[src/rtl/epu_dpcm_pkg.sv]
// Shared definitions for the EPU forward and inverse DC DPCM paths.
// Channel tags and the default block count per channel.
package epu_dpcm_pkg;

   typedef logic [1:0] dpcm_mode_t;

   localparam dpcm_mode_t MODE_NONE = 2'b00;
   localparam dpcm_mode_t MODE_Y    = 2'b01;
   localparam dpcm_mode_t MODE_CR   = 2'b10;
   localparam dpcm_mode_t MODE_CB   = 2'b11;

   localparam int BLOCKS_DEF = 64;

   typedef enum logic {
      PH_FIRST,
      PH_REST
   } dpcm_phase_t;

endpackage

[src/rtl/idpcm_chan.sv]
// One channel of the inverse DC DPCM: phase, block counter and base.
// dc/last are combinational views of the effective (post-clear) state.
module idpcm_chan
   import epu_dpcm_pkg::*;
#(
   parameter int BLOCKS = BLOCKS_DEF,
   parameter int DW     = 12
) (
   input  logic          clk,
   input  logic          rst,
   input  logic          clear,
   input  logic          accept,
   input  logic [DW-1:0] diff,
   output logic [DW-1:0] dc,
   output logic          last
);

   localparam int CW = (BLOCKS > 1) ? $clog2(BLOCKS) : 1;
   localparam logic [CW-1:0] LAST_IDX = CW'(BLOCKS - 1);
   localparam logic [CW-1:0] ONE      = CW'(1);

   dpcm_phase_t   phase_q, phase_d, phase_e;
   logic [CW-1:0] cnt_q, cnt_d, cnt_e;
   logic [DW-1:0] base_q, base_d, base_e;

   // Clear wins first, then the accept is applied on top of it.
   always_comb begin
      phase_e = clear ? PH_FIRST : phase_q;
      cnt_e   = clear ? '0 : cnt_q;
      base_e  = clear ? '0 : base_q;
      last    = (cnt_e == LAST_IDX);
      dc      = (phase_e == PH_FIRST) ? diff : base_e - diff;
      phase_d = phase_e;
      cnt_d   = cnt_e;
      base_d  = base_e;
      if (accept) begin
         if (phase_e == PH_FIRST) begin
            base_d = diff;
         end
         if (last) begin
            phase_d = PH_FIRST;
            cnt_d   = '0;
         end else begin
            phase_d = PH_REST;
            cnt_d   = cnt_e + ONE;
         end
      end
   end

   // Channel state register.
   always_ff @(posedge clk or posedge rst) begin
      if (rst) begin
         phase_q <= PH_FIRST;
         cnt_q   <= '0;
         base_q  <= '0;
      end else begin
         phase_q <= phase_d;
         cnt_q   <= cnt_d;
         base_q  <= base_d;
      end
   end

endmodule

[src/rtl/idpcm_dc.sv]
// Inverse DC DPCM for Y/Cr/Cb: three channel trackers, a mode
// decoder and a registered output stage.
module idpcm_dc
   import epu_dpcm_pkg::*;
#(
   parameter int BLOCKS = BLOCKS_DEF,
   parameter int DW     = 12
) (
   input  logic          clk,
   input  logic          rst,
   input  logic          frame_start,
   input  logic [1:0]    mode,
   input  logic [DW-1:0] diff_in,
   input  logic          diff_valid,
   output logic [DW-1:0] dc_out,
   output logic          dc_valid,
   output logic [1:0]    dc_mode,
   output logic          dc_last,
   output logic          mode_err
);

   logic          acc_y, acc_cr, acc_cb;
   logic [DW-1:0] dc_y, dc_cr, dc_cb;
   logic          last_y, last_cr, last_cb;

   logic [DW-1:0] dc_d, dc_q;
   logic          vld_d, vld_q;
   dpcm_mode_t    mode_d, mode_q;
   logic          last_d, last_q;
   logic          err_d, err_q;

   idpcm_chan #(.BLOCKS(BLOCKS), .DW(DW)) u_y (
      .clk    (clk),
      .rst    (rst),
      .clear  (frame_start),
      .accept (acc_y),
      .diff   (diff_in),
      .dc     (dc_y),
      .last   (last_y)
   );

   idpcm_chan #(.BLOCKS(BLOCKS), .DW(DW)) u_cr (
      .clk    (clk),
      .rst    (rst),
      .clear  (frame_start),
      .accept (acc_cr),
      .diff   (diff_in),
      .dc     (dc_cr),
      .last   (last_cr)
   );

   idpcm_chan #(.BLOCKS(BLOCKS), .DW(DW)) u_cb (
      .clk    (clk),
      .rst    (rst),
      .clear  (frame_start),
      .accept (acc_cb),
      .diff   (diff_in),
      .dc     (dc_cb),
      .last   (last_cb)
   );

   // Decode the channel tag and select the addressed channel's result.
   always_comb begin
      acc_y  = 1'b0;
      acc_cr = 1'b0;
      acc_cb = 1'b0;
      dc_d   = dc_q;
      vld_d  = 1'b0;
      mode_d = mode_q;
      last_d = last_q;
      err_d  = 1'b0;
      if (diff_valid) begin
         unique case (mode)
            MODE_Y: begin
               acc_y  = 1'b1;
               dc_d   = dc_y;
               last_d = last_y;
            end
            MODE_CR: begin
               acc_cr = 1'b1;
               dc_d   = dc_cr;
               last_d = last_cr;
            end
            MODE_CB: begin
               acc_cb = 1'b1;
               dc_d   = dc_cb;
               last_d = last_cb;
            end
            default: begin
               err_d = 1'b1;
            end
         endcase
         if (mode != MODE_NONE) begin
            vld_d  = 1'b1;
            mode_d = mode;
         end
      end
   end

   // Output register; data fields hold between strobes.
   always_ff @(posedge clk or posedge rst) begin
      if (rst) begin
         dc_q   <= '0;
         vld_q  <= 1'b0;
         mode_q <= MODE_NONE;
         last_q <= 1'b0;
         err_q  <= 1'b0;
      end else begin
         dc_q   <= dc_d;
         vld_q  <= vld_d;
         mode_q <= mode_d;
         last_q <= last_d;
         err_q  <= err_d;
      end
   end

   assign dc_out   = dc_q;
   assign dc_valid = vld_q;
   assign dc_mode  = mode_q;
   assign dc_last  = last_q;
   assign mode_err = err_q;

endmodule

[config.mk]
export PLATFORM = sky130hd
export DESIGN_NAME = idpcm_dc
export DESIGN_NICKNAME = d
export VERILOG_FILES = /design/src/rtl/epu_dpcm_pkg.sv /design/src/rtl/idpcm_chan.sv /design/src/rtl/idpcm_dc.sv
export SDC_FILE = /design/constraint.sdc
export NUM_CORES = 1
export LEC_CHECK = 0
export ABC_AREA = 1
export BUFFER_PORTS_ARGS = -buffer_cell sky130_fd_sc_hd__buf_2
export CAP_MARGIN = 20
export CORE_MARGIN = 5
export CORE_UTILIZATION = 45
export DETAILED_ROUTE_END_ITERATION = 16
export SLEW_MARGIN = 20
export SYNTH_ARGS = -nofsm -noshare
export SYNTH_HDL_FRONTEND = slang
export SYNTH_SLANG_ARGS = --single-unit
[constraint.sdc]
create_clock -name clk -period 5.75 [get_ports clk]
set_input_delay 0.2875 -clock clk [delete_from_list [all_inputs] [get_ports clk]]
set_output_delay 0.2875 -clock clk [all_outputs]
set_load 0.1 [all_outputs]
==> impl_metrics.yaml, run 1 <==
placed_design:
  gp_congestion: 0.942
  hpwl_um: 12000
  place_area_um2: 6110
  port_buffers: 34
run:
  drv_cap: 0
timing:
  rsz0062_at_grt: "false"
  fin_setup_tns_ns: 0
  hold_viol: 0
  tightest_slew_ns: 0.741
  setup_violations: 0
  slew_violations: 0
  fmax_mhz: 375
  relSlewSlack: 0.506
  finalCriticalPeriod_ns: 2.67
  worst_clock_skew_ns: 0.00939
  period_share: 0.464
route:
  drt_iter0_drc: 415
  wirelength_um: 16100
  via_count: 5481
  antenna_left: 0
  via_per_inst: 5.30
  wl_per_cell_um: 15.5
  first_pass_iters: 5
  drc_errors: 0
grt:
  track_usage: 0.226
  grt_max_degree: 75
  grt_pass1_vias: 5273
  grt_first_pass_wirelength_um: 26500
  overflow: 0
  antenna_found_initial: 0
status:
  status: "complete, no violations"
worst_setup_path:
  startpoint_type: "input pin"
  timing.critical_path.fanout_max: 35
  crit_path_end_kind: "flip-flop"
  cp_data_arrival_time_ns: 2.91
  crit_required_ns: 6.00
  path_class: "in -> reg"
floorplan:
  std_cell_rows: 41
  die_width_um: 124
  core_area_um2: 12700
  die-area_um2: 15400
  io_pins: 35
  die_y_um: 124
  initial_core_util: 0.461
clock_network:
  cts_repair_resize_count: 0
  numCtsBuffers: 9
  clockBufferDepth: 2
  cts_tree: "built"
  clk_latency_ns: 0.36
  post-cts-setup-buffers: 0
  htreeDepth: 3
  root_buffer: "clkbuf_16"
  cts_hold_buf: 0
  cts.sinks: 74
  path_clk_slew_ns: 0.07
logic_synthesis:
  yosys_warnings: 0
  syn_nets: 891
  synthCells: 830
  ys.flop_type: "dfrtp_1"
  synth-async-reset-ratio: 1.00
  netlist_area_um2: 5850
  synth_top_cell_by_area: "dfrtp_1"
  syn_area_per_cell_um2: 7.04
  synth.most_common_cell: "nand2_1"
  yosysTopAreaCellShare: 0.317
  synth.yosys.seq_area_share: 0.317
  synth_seq_cells: 74
  synth_enable_flop_cells: 0
  synth_common_cells: "nand2_1, inv_1, nor2_1, dfrtp_1, nand3_1"
  ys_types: 41
  synthTopCellsByArea: "dfrtp_1, nand2_1, ha_1"
pwr:
  powerDensity_nw_per_um2: 247
  ir_drop_uv: 125
  leakage_nw: 3.34
cells_and_area:
  syn_to_final_growth_pct: 9.87
  final_util: 0.507
  drive_above_1_share: 0.117
  nets: 919
  fill_cells: 1312
  finalInstanceArea_um2: 6420
  antenna_cells: 0
hold_path:
  min_path_type: "in -> async"
[per-stage QoR]
| step | instances | total power, mW | setup slack, ns | hold WS, ns |
|---|---|---|---|---|
| 5_1_grt | 1035 | 1.67 | 2.77 | 0.200 |
| 3_5_place_dp | 1019 | 0.994 | 2.78 | 0.453 |
| 2_1_floorplan | 830 | 0.901 | 3.41 | 0.358 |
| 3_3_place_gp | 1019 | 0.991 | 2.81 | 0.450 |
| 4_1_cts | 1035 | 1.60 | 3.14 | 0.244 |
| 6_report | 1035 | 1.59 | 3.08 | 0.121 |
[worst max-delay path, stage by stage]
cell,delay [ns]
buf_2,0.57
inv_4,0.30
nand2_1,0.23
inv_1,0.06
ha_1,0.28
nand3_1,0.07
nand2_1,0.13
inv_1,0.07
o21ai_0,0.26
nor2_1,0.07
o21ai_0,0.29
nand3_1,0.12
nand2_1,0.08
nand2_1,0.06
[state kept, by name, summed over array words and instances (netlist names)]
signal,count
u_cb.cnt_q,6
u_y.cnt_q,6
dc_last,1
u_cr.phase_q,1
u_cr.base_q,12
mode_err,1
dc_valid,1
u_y.base_q,12
dc_out,12
u_y.phase_q,1
u_cr.cnt_q,6
dc_mode,2
u_cb.base_q,12
u_cb.phase_q,1
[logic make-up after synthesis]
| family | synth area share |
|---|---|
| adder cells (fa/ha/maj) | 0.0959 |
| AND/OR/NAND/NOR | 0.305 |
| XOR/XNOR | 0.0240 |
| AO/OA/AOI/OAI | 0.148 |
| buffers and inverters | 0.110 |
| flip-flops | 0.317 |
[area by class of cell]
| cell class | count | area (um2) | share of cell area |
|---|---|---|---|
| Multi-Input combinational cell | 606 | 3350 | 0.522 |
| Sequential cell | 74 | 1850 | 0.288 |
| Inverter | 132 | 512 | 0.0797 |
| Clock buffer | 9 | 225 | 0.0351 |
| Tap cell | 172 | 215 | 0.0335 |
| Timing Repair Buffer | 35 | 181 | 0.0282 |
| Clock inverter | 7 | 86.3 | 0.0134 |
[report_power, final]
group	internal, mW	switching [mW]	leakage (nW)	total [mW]
combinational	0.0957	0.320	2.21	0.416
clock	0.345	0.254	0.150	0.599
sequential	0.555	0.0159	0.977	0.571
[path summary, 6_finish.rpt]
kind,slack [ns],cells after the start,startpoint,endpoint
max in group asynchronous,5.15,3,rst,u_y.base_q[5]$_DFF_PP0_
hold reg to reg,0.46,2,dc_mode[0]$_DFFE_PP0P_,dc_mode[0]$_DFFE_PP0P_
setup reg to reg,3.55,12,u_cr.base_q[2]$_DFF_PP0_,dc_out[5]$_DFFE_PP0P_
setup / recovery,3.08,14,frame_start,dc_out[5]$_DFFE_PP0P_
hold / removal,0.12,3,rst,u_cb.cnt_q[0]$_DFF_PP0_
min in group clk,0.26,2,mode[0],mode_err$_DFF_PP0_
[layout by cell type, fill, tap and decap left out, types with 9 or more instances in the layout]
master | synthesis | routed
nand2_1 | 217 | 217
buf_2 | 7 | 34
o21ai_2 | 12 | 12
inv_1 | 124 | 123
ha_1 | 40 | 40
clkbuf_16 | 0 | 9
dfrtp_1 | 74 | 74
o211ai_1 | 14 | 14
a21oi_1 | 52 | 52
nand4_1 | 12 | 12
o21ai_0 | 41 | 41
nor2_1 | 87 | 87
xor2_1 | 13 | 13
nand3_1 | 58 | 58
[per-layer routing]
metal  vias to the layer above  GRT usage  part of all wire
met1                      2546      0.302              0.47
met4                         0     0.0986             0.032
met3                        40     0.0468             0.059
li1                       2741          -                 -
met2                       154      0.354              0.44
met5                         -          0                 0
Power figures use the tool's default switching activity.
==> run 2: changes to the inputs <==
- clock period: 5.75 -> 2.3 ns (I/O delays scaled with it)
==> run 2 against run 1 <==
Critical path depth shrank 1. Critical path type is now reg -> reg. Die area did not move. Design area up 2.9%. Worst hold slack got worse by 0.020 ns. Routed wire length increased by 1.1%. Largest cell class unchanged. Sequential power grew to 2.5 times the previous value. Highest routed layer unchanged. Clock power rose by 150%. First-iteration DRC count grew 10%. Sequential cell count did not move. Non-clock buffer count is 22 higher. Critical endpoint is now dc_out[6]$_DFFE_PP0P_. Combinational power grew to 2.6 times the previous value.
==> impl_metrics.yaml, run 2 (synthesis gave the netlist of run 1 again) <==
pwr:
  power_frac_comb: 0.269
  pwr-share-clk: 0.373
  seq_power_share: 0.359
  ir_drop_uv: 426
  switching_share: 0.352
  p_switching_mw: 1.40
  powerDensity_nw_per_um2: 603
  leakage_nw: 3.45
  p_int_mw: 2.58
placed_design:
  hpwl_um: 12600
  gp_congestion: 0.936
  port_buffers: 34
  dp_cells: 1040
timing:
  slew_violations: 0
  setup_violations: 0
  rsz0062_at_grt: "false"
  finalCriticalPeriod_ns: 2.06
  fmax_mhz: 484
  tightest_slew_ns: 0.610
  hold_viol: 0
  fin_setup_tns_ns: 0
  worst_clock_skew_ns: 0.00629
  period_share: 0.898
  relSlewSlack: 0.593
  hold_slack_ns: 0.101
clock_network:
  post-cts-setup-buffers: 0
  path_clk_slew_ns: 0.06
  root_buffer: "clkbuf_16"
  cts.sinks: 74
  numCtsBuffers: 9
  htreeDepth: 3
  clockBufferDepth: 2
  clk_latency_ns: 0.35
  cts_tree: "built"
cells_and_area:
  final_cell_mix: "nand2_1, inv_1, nor2_1"
  antenna_cells: 0
  nets: 941
  fin_cells: 1056
  final_util: 0.522
  fill_cells: 1296
  multi_input_comb_area_um2: 3360
  register_area_um2: 1850
  drive_above_1_share: 0.139
  syn_to_final_growth_pct: 13.0
  layout_commonest_cell: "nand2_1"
floorplan:
  die-area_um2: 15400
  die_width_um: 124
  core_area_um2: 12700
  die_y_um: 124
  initial_core_util: 0.461
  std_cell_rows: 41
  io_pins: 35
worst_setup_path:
  crit_required_ns: 2.54
  timing.critical_path.fanout_max: 3
  cp_data_arrival_time_ns: 2.30
  startpoint_type: "flip-flop"
  path_class: "reg -> reg"
  crit_path_end_kind: "flip-flop"
  reg2reg_depth: 13
grt:
  grt_max_degree: 32
  track_usage: 0.228
  grt_pass1_vias: 5371
  grt_first_pass_wirelength_um: 27000
  overflow: 0
  antenna_found_initial: 0
route:
  antenna_left: 0
  drc_errors: 0
  first_pass_iters: 7
  drt_iter0_drc: 457
  wl_per_cell_um: 15.4
  via_per_inst: 5.20
  via_count: 5486
  wirelength_um: 16300
run:
  drv_cap: 0
hold_path:
  whs_path_depth: 3
  min_path_type: "in -> reg"
status:
  status: "complete, no violations"
-- run 2: timing repair --
action / CTS / global route
resized for setup: 0 / 2
endpoints found under the hold margin: 29 / 0
setup endpoints to repair: 0 / 2
hold buffers: 1 / 0
-- run 2: final timing paths --
check,slack [ns],endpoint,from
hold reg to reg,0.47,dc_mode[1]$_DFFE_PP0P_,dc_mode[1]$_DFFE_PP0P_
min in group asynchronous,0.38,u_cr.cnt_q[2]$_DFF_PP0_,rst
setup / recovery,0.24,dc_out[6]$_DFFE_PP0P_,u_cr.base_q[0]$_DFF_PP0_
max in group asynchronous,1.29,u_y.cnt_q[2]$_DFF_PP0_,rst
setup reg to reg,0.24,dc_out[6]$_DFFE_PP0P_,u_cr.base_q[0]$_DFF_PP0_
hold / removal,0.10,u_cb.base_q[11]$_DFF_PP0_,diff_in[11]
-- run 2: metal layers --
layer | vias up | wire length [um] | global-route usage
li1 | 2777 | - | -
met1 | 2544 | 7620 | 0.311
met2 | 142 | 7470 | 0.368
met3 | 23 | 869 | 0.0481
met4 | 0 | 295 | 0.0630
met5 | - | 0 | 0
-- run 2: through the flow --
stage	area, um2	setup WS (ns)	total power [mW]
floorplan	5850	0.136	2.25
global placement	6280	0.120	2.51
detailed placement	6280	0.114	2.51
CTS	6600	0.254	4.03
global route	6610	0.00302	4.19
finish	6610	0.235	3.98
-- run 2: critical path, cell delays in order, from the launching register on --
cell and delay (ns):
dfrtp_1 0.31, nand2_1 0.06, ha_1 0.21, fa_1 0.40
inv_1 0.11, nand3_1 0.09, nand2_1 0.12, nand2_1 0.08
nand3_1 0.08, nand3_1 0.13, o211ai_1 0.13, nand3_1 0.10
nand2_1 0.07, nand2_1 0.05
-- run 2: layout make-up --
| cell class | instances | area share |
|---|---|---|
| flip-flops and latches | 74 | 0.280 |
| clock inverters | 3 | 0.00700 |
| clock buffers | 12 | 0.0403 |
| inverters | 132 | 0.0774 |
| multi-input cells | 606 | 0.508 |
| well taps | 172 | 0.0326 |
| repair buffers | 57 | 0.0541 |
-- run 2: power by group through the flow --
stage | logic [mW] | clock network (mW) | registers [mW]
6_report | 1.07 | 1.48 | 1.43
5_1_grt | 1.17 | 1.58 | 1.44
4_1_cts | 1.07 | 1.53 | 1.43
3_5_place_dp | 1.06 | 0 | 1.45
3_3_place_gp | 1.06 | 0 | 1.45
2_1_floorplan | 0.516 | 0 | 1.74
==> run 3: changes to the inputs <==
--- a/config.mk
+++ b/config.mk
@@ -15,3 +15,4 @@
 export SYNTH_ARGS = -nofsm -noshare
 export SYNTH_HDL_FRONTEND = slang
+export SYNTH_HIERARCHICAL = 1
 export SYNTH_SLANG_ARGS = --single-unit
==> constraint.sdc (replaced) <==
create_clock -name clk -period 2.3 [get_ports clk]
set_input_delay 0.345 -clock clk [delete_from_list [all_inputs] [get_ports clk]]
set_output_delay 0.345 -clock clk [all_outputs]
set_load 0.1 [all_outputs]
==> run 3 against run 2 <==
Design area up 11%. Clock power about the same. Via count up 9.0%. Largest cell class unchanged. Largest power group unchanged.
==> impl_metrics.yaml, run 3 <==
pwr:
  leakage_nw: 4.18
  powerDensity_nw_per_um2: 561
  ir_drop_uv: 330
  power.total_mw: 4.10
route:
  wl_met2_um: 7370
  antenna_left: 0
  met3_wirelength_um: 699
  via_count: 5981
  first_pass_iters: 5
  via_per_inst: 4.89
  wirelength_um: 16800
  wl_per_cell_um: 13.7
  highest_layer: "met4"
  drc_errors: 0
  drt_iter0_drc: 432
  wl_met1_um: 8240
cells_and_area:
  multi_input_comb_area_um2: 3650
  syn_to_final_growth_pct: 15.3
  drive_above_1_share: 0.179
  layout_commonest_cell: "nand2_1"
  nets: 1098
  finalInstanceArea_um2: 7310
  final_cell_mix: "nand2_1, inv_1, nor2_1"
  fill_cells: 1423
  antenna_cells: 0
  register_area_um2: 1850
logic_synthesis:
  ys_types: 35
  synth_enable_flop_cells: 0
  synthCells: 954
  synth.most_common_cell: "nand2_1"
  yosys_warnings: 6
  netlist_area_um2: 6340
  synth.yosys.seq_area_share: 0.292
  syn_nets: 1014
  synth_common_cells: "nand2_1, inv_1, nor2_1, nand3_1, dfrtp_1"
  synth_seq_cells: 74
  synthTopCellsByArea: "dfrtp_1, nand2_1, inv_1"
  ys.flop_type: "dfrtp_1"
  synth-async-reset-ratio: 1.00
  yosysTopAreaCellShare: 0.292
  synth_top_cell_by_area: "dfrtp_1"
  syn_area_per_cell_um2: 6.65
timing:
  worst_clock_skew_ns: 0.00744
  fmax_mhz: 477
  relSlewSlack: 0.451
  hold_viol: 0
  setup_violations: 0
  finalCriticalPeriod_ns: 2.10
  slew_violations: 0
  hold_slack_ns: 0.154
  period_share: 0.911
  tightest_slew_ns: 0.822
  rsz0062_at_grt: "false"
clock_network:
  clockBufferDepth: 2
  htreeDepth: 3
  path_clk_slew_ns: 0.06
  root_buffer: "clkbuf_16"
  cts_tree: "built"
  cts_hold_buf: 0
  cts.sinks: 74
  numCtsBuffers: 9
  clk_latency_ns: 0.35
worst_setup_path:
  cp_data_arrival_time_ns: 2.38
  cp_slowest_stage_delay_ns: 0.40
  path_cells: "nand2_1 -> ha_1 -> inv_1 -> fa_1 -> nand2_1 -> nand3_1 -> nand3_1 -> nand3_1 -> a31oi_1 -> nand3_1 -> nand2_1 -> nor2_1 -> nor2_1"
  cpMostUsedCell: "nand3_1"
  reg2reg_depth: 13
  crit_required_ns: 2.59
  path_class: "reg -> reg"
  r2r_setup_slack_ns: 0.20
  startpoint_type: "flip-flop"
  crit_path_end_kind: "flip-flop"
  cpMaxStageDelayCell: "fa_1"
  timing.critical_path.fanout_max: 3
  reg2reg_from: "u_cr/base_q[0]$_DFF_PP0_"
  r2r-end: "dc_out[6]$_DFFE_PP0P_"
grt:
  grt_pass1_vias: 5584
  track_usage: 0.215
  overflow: 0
  grt_first_pass_wirelength_um: 27900
  antenna_found_initial: 0
  grt_max_degree: 28
floorplan:
  io_pins: 35
  die-area_um2: 16600
  die_width_um: 129
  die_y_um: 129
  core_area_um2: 13800
  std_cell_rows: 43
  initial_core_util: 0.459
run:
  drv_cap: 0
placed_design:
  hpwl_um: 13100
  port_buffers: 34
  gp_congestion: 0.927
  place_area_um2: 7010
hold_path:
  min_path_type: "in -> async"
status:
  status: "complete, no violations"
[run 3: cell types whose count changed after synthesis, moves of 23 or more]
cell / change
nand2_1: +72
a21oi_1: -40
inv_1: +31
nand3_1: +31
nor2_1: +24
o21ai_0: -23
[run 3: power by group]
group	leakage (nW)	internal, mW	switching, mW
combinational	3.07	0.347	0.863
sequential	0.971	1.39	0.0468
clock	0.140	0.860	0.595
[run 3: cell type report]
type | instances | area share
Clock inverter | 5 | 0.00753
Tap cell | 180 | 0.0308
Timing Repair Buffer | 100 | 0.0931
Sequential cell | 74 | 0.253
Multi-Input combinational cell | 691 | 0.500
Clock buffer | 10 | 0.0327
Inverter | 162 | 0.0831
[run 3: cells by family after synthesis]
family / after synthesis / share of synthesized area
buffers and inverters: 189 / 0.134
XOR/XNOR: 15 / 0.0207
adder cells (fa/ha/maj): 42 / 0.0864
AND/OR/NAND/NOR: 550 / 0.381
flip-flops: 74 / 0.292
AO/OA/AOI/OAI: 84 / 0.0858
[run 3: stage by stage]
stage	cells	setup WS (ns)	setup TNS, ns	util
after global routing	1222	0.00900	0	0.529
final	1222	0.204	0	0.529
after CTS	1222	0.179	0	0.528
after global placement	1207	-0.138	-0.783	0.507
after detailed placement	1207	-0.185	-0.963	0.507
after floorplan	954	0.368	0	-
[run 3: how the worst max path moves through the flow]
| stage | start | end | slack (ns) | cells after the start |
|---|---|---|---|---|
| final | u_cr/base_q[0]$_DFF_PP0_ | dc_out[6]$_DFFE_PP0P_ | 0.20 | 13 |
| after global routing | u_cr/base_q[0]$_DFF_PP0_ | dc_out[4]$_DFFE_PP0P_ | 0.009 | 13 |
| after CTS | u_cb/base_q[0]$_DFF_PP0_ | dc_out[4]$_DFFE_PP0P_ | 0.18 | 13 |
| after detailed placement | frame_start | dc_out[4]$_DFFE_PP0P_ | -0.18 | 15 |
| after global placement | frame_start | dc_out[4]$_DFFE_PP0P_ | -0.14 | 15 |
| after floorplan | frame_start | dc_out[4]$_DFFE_PP0P_ | 0.37 | 14 |
[run 3: worst max-delay path: cells and delay by family, from the launching register on]
| kind | cells | cell delay [ns] |
|---|---|---|
| and+or+nand+nor | 9 | 0.87 |
| adders and majority gates | 2 | 0.54 |
| DFF | 1 | 0.37 |
| AOI/OAI and AO/OA | 1 | 0.20 |
| buffers and inverters | 1 | 0.06 |
[run 3: routing by layer]
layer | vias up | track usage
met5 | - | 0
met4 | 0 | 0.0957
met3 | 32 | 0.0345
met2 | 112 | 0.323
met1 | 2687 | 0.303
li1 | 3150 | -
[run 3: what timing repair did]
| item | 4_1_cts | 5_1_grt |
|---|---|---|
| setup buffers | 0 | 0 |
| resized for setup | 0 | 5 |
| setup endpoints to repair | 0 | 4 |
